===== src/rtl/mem_arbiter_if.sv =====
// Cache-side and RAM-side signal bundle of the memory arbiter.
// The slave modport is the arbiter's view; master is the environment's view.
interface mem_arbiter_if;
    logic        iren;
    logic [31:0] iaddr;
    logic        iwait;
    logic [31:0] iload;
    logic        dren;
    logic        dwen;
    logic [31:0] daddr;
    logic [31:0] dstore;
    logic        dwait;
    logic [31:0] dload;
    logic        ramren;
    logic        ramwen;
    logic [31:0] ramaddr;
    logic [31:0] ramstore;
    logic [31:0] ramload;
    logic [1:0]  ramstate;

    modport slave (
        input  iren, iaddr, dren, dwen, daddr, dstore, ramload, ramstate,
        output iwait, iload, dwait, dload, ramren, ramwen, ramaddr, ramstore
    );

    modport master (
        output iren, iaddr, dren, dwen, daddr, dstore, ramload, ramstate,
        input  iwait, iload, dwait, dload, ramren, ramwen, ramaddr, ramstore
    );
endinterface


===== src/rtl/mem_arbiter.sv =====
// Arbitrates icache/dcache word requests onto one RAM port: dcache first,
// with a bounded dcache streak so a pending icache request is eventually served.
module mem_arbiter #(
    parameter int MAX_DSTREAK = 4,
    parameter int CNT_W       = 32
) (
    input  logic             clk,
    input  logic             rst,
    mem_arbiter_if.slave     bus,
    output logic [CNT_W-1:0] icount,
    output logic [CNT_W-1:0] dcount,
    output logic [CNT_W-1:0] errcount
);
    typedef enum logic [1:0] {IDLE = 2'd0, DSERV = 2'd1, ISERV = 2'd2} state_t;

    localparam logic [1:0] RAM_ACCESS = 2'd2;
    localparam logic [1:0] RAM_ERROR  = 2'd3;
    localparam int STREAK_W = $clog2(MAX_DSTREAK + 1);
    localparam logic [STREAK_W-1:0] STREAK_MAX = STREAK_W'(MAX_DSTREAK);

    state_t                state_reg;
    state_t                state_next;
    logic [STREAK_W-1:0]   dstreak_reg;
    logic [STREAK_W-1:0]   dstreak_next;
    logic [CNT_W-1:0]      errcount_reg;
    logic                  d_req;
    logic                  d_done;
    logic                  i_done;
    logic                  err_seen;
    logic [1:0]            done_vec;
    logic [1:0][CNT_W-1:0] xfer_cnt;

    assign d_req = bus.dren | bus.dwen;

    always_ff @(posedge clk or posedge rst) begin
        if (rst) begin
            state_reg   <= IDLE;
            dstreak_reg <= '0;
        end else begin
            state_reg   <= state_next;
            dstreak_reg <= dstreak_next;
        end
    end

    always_comb begin
        state_next   = state_reg;
        dstreak_next = dstreak_reg;
        case (state_reg)
            IDLE: begin
                if (bus.iren && (dstreak_reg == STREAK_MAX)) state_next = ISERV;
                else if (d_req)                              state_next = DSERV;
                else if (bus.iren)                           state_next = ISERV;
            end
            // A withdrawn request abandons the transfer without completing it.
            DSERV:   if (!d_req || d_done)     state_next = IDLE;
            ISERV:   if (!bus.iren || i_done) state_next = IDLE;
            default: state_next = IDLE;
        endcase
        // The streak only grows while the icache is actually waiting.
        if (d_done) begin
            if (!bus.iren)                    dstreak_next = '0;
            else if (dstreak_reg != STREAK_MAX) dstreak_next = dstreak_reg + STREAK_W'(1);
        end
        if (i_done) dstreak_next = '0;
    end

    always_comb begin
        bus.ramren   = 1'b0;
        bus.ramwen   = 1'b0;
        bus.ramaddr  = '0;
        bus.ramstore = '0;
        bus.iwait    = 1'b1;
        bus.dwait    = 1'b1;
        bus.iload    = '0;
        bus.dload    = '0;
        d_done       = 1'b0;
        i_done       = 1'b0;
        err_seen     = 1'b0;
        case (state_reg)
            DSERV: begin
                bus.ramaddr  = bus.daddr;
                bus.ramstore = bus.dstore;
                bus.ramwen   = bus.dwen;
                bus.ramren   = bus.dren & ~bus.dwen;
                d_done       = d_req && (bus.ramstate == RAM_ACCESS);
                err_seen     = d_req && (bus.ramstate == RAM_ERROR);
                bus.dwait    = ~d_done;
                bus.dload    = d_done ? bus.ramload : '0;
            end
            ISERV: begin
                bus.ramaddr = bus.iaddr;
                bus.ramren  = bus.iren;
                i_done      = bus.iren && (bus.ramstate == RAM_ACCESS);
                err_seen    = bus.iren && (bus.ramstate == RAM_ERROR);
                bus.iwait   = ~i_done;
                bus.iload   = i_done ? bus.ramload : '0;
            end
            default: ;
        endcase
    end

    // Index 0 counts icache completions, index 1 dcache completions.
    assign done_vec = {d_done, i_done};

    generate
        for (genvar gi = 0; gi < 2; gi++) begin : g_xfer_cnt
            logic [CNT_W-1:0] cnt_reg;
            always_ff @(posedge clk or posedge rst) begin
                if (rst)               cnt_reg <= '0;
                else if (done_vec[gi]) cnt_reg <= cnt_reg + CNT_W'(1);
            end
            assign xfer_cnt[gi] = cnt_reg;
        end
    endgenerate

    always_ff @(posedge clk or posedge rst) begin
        if (rst)                                 errcount_reg <= '0;
        else if (err_seen && (errcount_reg != '1)) errcount_reg <= errcount_reg + CNT_W'(1);
    end

    assign icount   = xfer_cnt[0];
    assign dcount   = xfer_cnt[1];
    assign errcount = errcount_reg;
endmodule


===== src/flat_wrapper.sv =====
// flat-port wrapper written by rule: the top's interface ports become plain ports
module mem_arbiter_flat 
#(
    parameter int MAX_DSTREAK = 4,
    parameter int CNT_W       = 32
)
  (clk, rst, icount, dcount, errcount, bus_iren, bus_iaddr, bus_dren, bus_dwen, bus_daddr, bus_dstore, bus_ramload, bus_ramstate, bus_iwait, bus_iload, bus_dwait, bus_dload, bus_ramren, bus_ramwen, bus_ramaddr, bus_ramstore);
  mem_arbiter_if bus_i ();
  input  logic clk;
  input  logic rst;
  output logic [CNT_W-1:0] icount;
  output logic [CNT_W-1:0] dcount;
  output logic [CNT_W-1:0] errcount;
  input wire logic [$bits(bus_i.iren)-1:0] bus_iren;
  input wire logic [$bits(bus_i.iaddr)-1:0] bus_iaddr;
  input wire logic [$bits(bus_i.dren)-1:0] bus_dren;
  input wire logic [$bits(bus_i.dwen)-1:0] bus_dwen;
  input wire logic [$bits(bus_i.daddr)-1:0] bus_daddr;
  input wire logic [$bits(bus_i.dstore)-1:0] bus_dstore;
  input wire logic [$bits(bus_i.ramload)-1:0] bus_ramload;
  input wire logic [$bits(bus_i.ramstate)-1:0] bus_ramstate;
  output wire logic [$bits(bus_i.iwait)-1:0] bus_iwait;
  output wire logic [$bits(bus_i.iload)-1:0] bus_iload;
  output wire logic [$bits(bus_i.dwait)-1:0] bus_dwait;
  output wire logic [$bits(bus_i.dload)-1:0] bus_dload;
  output wire logic [$bits(bus_i.ramren)-1:0] bus_ramren;
  output wire logic [$bits(bus_i.ramwen)-1:0] bus_ramwen;
  output wire logic [$bits(bus_i.ramaddr)-1:0] bus_ramaddr;
  output wire logic [$bits(bus_i.ramstore)-1:0] bus_ramstore;
  assign bus_i.iren = bus_iren;
  assign bus_i.iaddr = bus_iaddr;
  assign bus_i.dren = bus_dren;
  assign bus_i.dwen = bus_dwen;
  assign bus_i.daddr = bus_daddr;
  assign bus_i.dstore = bus_dstore;
  assign bus_i.ramload = bus_ramload;
  assign bus_i.ramstate = bus_ramstate;
  assign bus_iwait = bus_i.iwait;
  assign bus_iload = bus_i.iload;
  assign bus_dwait = bus_i.dwait;
  assign bus_dload = bus_i.dload;
  assign bus_ramren = bus_i.ramren;
  assign bus_ramwen = bus_i.ramwen;
  assign bus_ramaddr = bus_i.ramaddr;
  assign bus_ramstore = bus_i.ramstore;
  mem_arbiter #(.MAX_DSTREAK(MAX_DSTREAK), .CNT_W(CNT_W)) u_core (.clk(clk), .rst(rst), .bus(bus_i), .icount(icount), .dcount(dcount), .errcount(errcount));
endmodule

===== config.mk =====
export PLATFORM = sky130hd
export DESIGN_NAME = mem_arbiter_flat
export DESIGN_NICKNAME = d
export VERILOG_FILES = /design/src/rtl/mem_arbiter_if.sv /design/src/rtl/mem_arbiter.sv /design/src/flat_wrapper.sv
export SDC_FILE = /design/constraint.sdc
export NUM_CORES = 1
export LEC_CHECK = 0
export CAP_MARGIN = 25
export CORE_AREA = 2 2 140 142
export CTS_CLUSTER_DIAMETER = 200
export DETAILED_ROUTE_END_ITERATION = 7
export DIE_AREA = 0 0 142 144
export PLACE_DENSITY = 0.78
export RECOVER_POWER = 100
export SKIP_LAST_GASP = 1
export SYNTH_ARGS = -nofsm -noshare
export SYNTH_HDL_FRONTEND = slang
export SYNTH_SLANG_ARGS = --single-unit

===== constraint.sdc =====
create_clock -name clk -period 3 [get_ports clk]
set_clock_uncertainty 0.05 [all_clocks]
set_input_delay 0.3 -clock clk [delete_from_list [all_inputs] [get_ports clk]]
set_output_delay 0.3 -clock clk [all_outputs]
set_load 0.02 [all_outputs]

==> results.json <==
{
  "status": "complete, but fails checks",
  "violations": "capacitance limit, slew limit",
  "reg2reg_slack_ns": 0.33,
  "synthToLayoutAreaGrowth_pct": 70.4,
  "hp-class": "reg2reg",
  "r2r-start": "u_core.state_reg[1]$_DFFE_PP0P_",
  "critPathCaptureType": "primary output",
  "core-area_um2": 19100,
  "rr_endpoint": "u_core.dcount[21]$_DFFE_PP0P_",
  "viasPerCell": 4.87,
  "fin_nets": 1122,
  "cts.path.max_buffers": 2,
  "min_to": "u_core.dcount[31]$_DFFE_PP0P_",
  "min_path_cells": 1,
  "maxCapViolCount": 1,
  "critPathArrivalTime_ns": 2.46,
  "multiInputGateArea_um2": 3220,
  "netlist_instances": 622,
  "slew_headroom": -0.278,
  "crit_buf_inv": 3,
  "route.detailed.wl_per_inst_um": 18.5,
  "netlist_area_um2": 5950,
  "worstRegToRegCells": 9,
  "crit_start": "u_core.state_reg[1]$_DFFE_PP0P_",
  "post_cts_buffers": 0,
  "cts_resized": 0,
  "grt_use_total": 0.211,
  "crit_fanout": 44,
  "ant_nets": 0,
  "p_per_area_nw_per_um2": 500,
  "final.min_clock_period_ns": 2.81,
  "ioPinCount": 363,
  "routed_wl_um": 22600,
  "fin_cells": 1223,
  "post-dp-hpwl_um": 18600,
  "die-area_um2": 20400,
  "ys.flop_type": "dfrtp_1",
  "setup_ws_ns": 0.192,
  "dpl_worst_slack_ns": 0.380,
  "cts.sinks": 101,
  "start_util": 0.312,
  "slowest_stage": "dlygate4sd3_1",
  "numCtsBuffers": 9,
  "io_buffer_count": 362,
  "whs_ns": 0.428,
  "antenna_found_initial": 2,
  "drive_gt1_frac": 0.0427,
  "vias": 5961,
  "cp_cell_sequence": "inv_1 > ha_2 > o21ai_0 > nor2_4 > buf_12 > and2_1 > dlygate4sd3_1",
  "root_buffer": "clkbuf_16",
  "syn_nets": 765,
  "fp.dieW_um": 142,
  "ys_seq_area_frac": 0.425,
  "timing.fmax_mhz": 356,
  "required_ns": 2.65,
  "async_flop_share": 1.00,
  "drc": 0,
  "grt_start_max_net_pins": 65,
  "finalMaxSlewViolations": 45,
  "firstDrtPassIters": 4,
  "first_iter_violations": 246,
  "critPathKind": "reg2out",
  "layout.area.seq_um2": 2530,
  "ys_ff_latch": 101,
  "p_leak_nw": 4.73,
  "dp.cells": 1206,
  "hold_viol": 0,
  "die-height_um": 144,
  "cp_slowest_stage_delay_ns": 0.71,
  "critPathTopFamily": "buffers and inverters",
  "grt_first_pass_wirelength_um": 32900,
  "rsz0062_at_grt": "false",
  "tns_ns": 0,
  "setup_viol": 0,
  "rows": 51,
  "ir_drop_uv": 295,
  "avgSynthCellArea_um2": 9.57,
  "synth_cell_type_count": 47,
  "clk_pin_slew_ns": 0.07,
  "min-delay-start": "u_core.dcount[31]$_DFFE_PP0P_",
  "place_congestion": 0.869,
  "cts_tree": "done",
  "synth_edf_count": 0,
  "worst_pin_slew_ns": 1.91,
  "num-fill-cells": 1733,
  "cts_hold_buf": 0,
  "start_kind": "flip-flop",
  "overflow": 0,
  "cts_max_level": 3,
  "insertion_delay_ns": 0.35,
  "yosysWarnings": 0,
  "first_global_vias": 5755,
  "period_share": 0.936
}
-- metrics by stage --
step | utilization | cell area (µm²) | total power (W)
2_1_floorplan | - | 5950 | 0.00285
3_3_place_gp | 0.519 | 9910 | 0.00410
3_5_place_dp | 0.519 | 9910 | 0.00412
4_1_cts | 0.534 | 10200 | 0.00528
6_report | 0.531 | 10100 | 0.00507
5_1_grt | 0.531 | 10100 | 0.00533
-- worst max path at each step --
stage	endpoint	slack [ns]	cells after the start
2_1_floorplan	u_core.dcount[0]$_DFFE_PP0P_	0.003	1
3_3_place_gp	u_core.dcount[31]$_DFFE_PP0P_	0.47	8
3_5_place_dp	u_core.icount[26]$_DFFE_PP0P_	0.38	8
4_1_cts	bus_ramaddr[2]	0.24	6
5_1_grt	bus_dload[12]	0.06	7
6_report	bus_dload[25]	0.19	7
-- Yosys cell counts, types with 2 or more instances --
cell,instances,area [µm²]
ha_1,8,100
xor2_1,19,166
nor2_1,27,101
o21ai_0,3,15.0
nor2b_1,32,200
a22oi_1,32,240
inv_1,13,48.8
and3_1,12,75.1
a31oi_1,2,12.5
nand2_1,41,154
mux2_1,3,33.8
nand4_1,34,213
nand3b_1,2,15.0
xnor2_1,72,631
and2_1,99,619
inv_2,2,7.51
nor4_4,5,106
buf_2,5,25.0
clkbuf_1,22,82.6
dfrtp_1,101,2530
nor4_1,2,12.5
nor3_1,8,40.0
a21oi_1,4,20.0
nand3_1,42,210
and4_1,10,87.6
-- final cells by class --
type / instances / share of cell area
diodes: 1 / 0.000247
clock buffers: 9 / 0.0222
clock inverters: 7 / 0.00617
inverters: 17 / 0.00667
multi-input cells: 477 / 0.317
flip-flops and latches: 101 / 0.249
well taps: 238 / 0.0294
repair buffers: 373 / 0.369
-- report_power, final --
group          internal, W  switching [W]
Sequential         0.00145       0.000113
Combinational      0.00107        0.00129
Clock             0.000583       0.000565
Total              0.00310        0.00197
-- kinds of logic (layout without fill, tap and decap cells) --
logic type | after synthesis | in the layout | share of synthesized area
flip-flops | 101 | 101 | 0.425
AND/OR/NAND/NOR | 328 | 328 | 0.332
AO/OA/AOI/OAI | 47 | 47 | 0.0576
XOR/XNOR | 91 | 91 | 0.134
multiplexers | 3 | 3 | 0.00568
adder cells (fa/ha/maj) | 8 | 8 | 0.0168
buffers and inverters | 44 | 406 | 0.0292
other | 0 | 1 | 0
-- routing by layer --
| layer | track usage | part of all wire |
|---|---|---|
| met4 | 0.0795 | 0.034 |
| met2 | 0.364 | 0.50 |
| met5 | 0 | 0.00058 |
| met3 | 0.0603 | 0.074 |
| met1 | 0.252 | 0.40 |
-- worst reg2reg max path: stages, from the launching register on --
cell	delay [ns]
dfrtp_1	0.38
inv_1	0.09
ha_2	0.24
o21ai_0	0.18
nor2_4	0.14
buf_12	0.20
inv_4	0.10
nor4_2	0.79
nand4_1	0.21
xnor2_1	0.17
-- layout by cell type, fill, tap and decap left out, types with 4 or more instances in the layout --
master | synthesis | final
nand2_1 | 41 | 41
buf_12 | 0 | 4
xnor2_1 | 72 | 72
dfrtp_1 | 101 | 101
and3_1 | 12 | 12
ha_1 | 8 | 7
nor2b_1 | 32 | 32
dlygate4sd3_1 | 0 | 216
clkdlybuf4s50_1 | 0 | 144
a21oi_1 | 4 | 4
inv_6 | 0 | 4
o21ai_0 | 3 | 4
buf_4 | 0 | 4
nor4_4 | 5 | 4
nand3_1 | 42 | 42
nor3_1 | 8 | 9
nor2_1 | 27 | 27
xor2_1 | 19 | 19
and4_1 | 10 | 10
and2_1 | 99 | 98
inv_1 | 13 | 13
nand4_1 | 34 | 34
clkbuf_16 | 0 | 9
a22oi_1 | 32 | 32
Power figures use the tool's default switching activity.
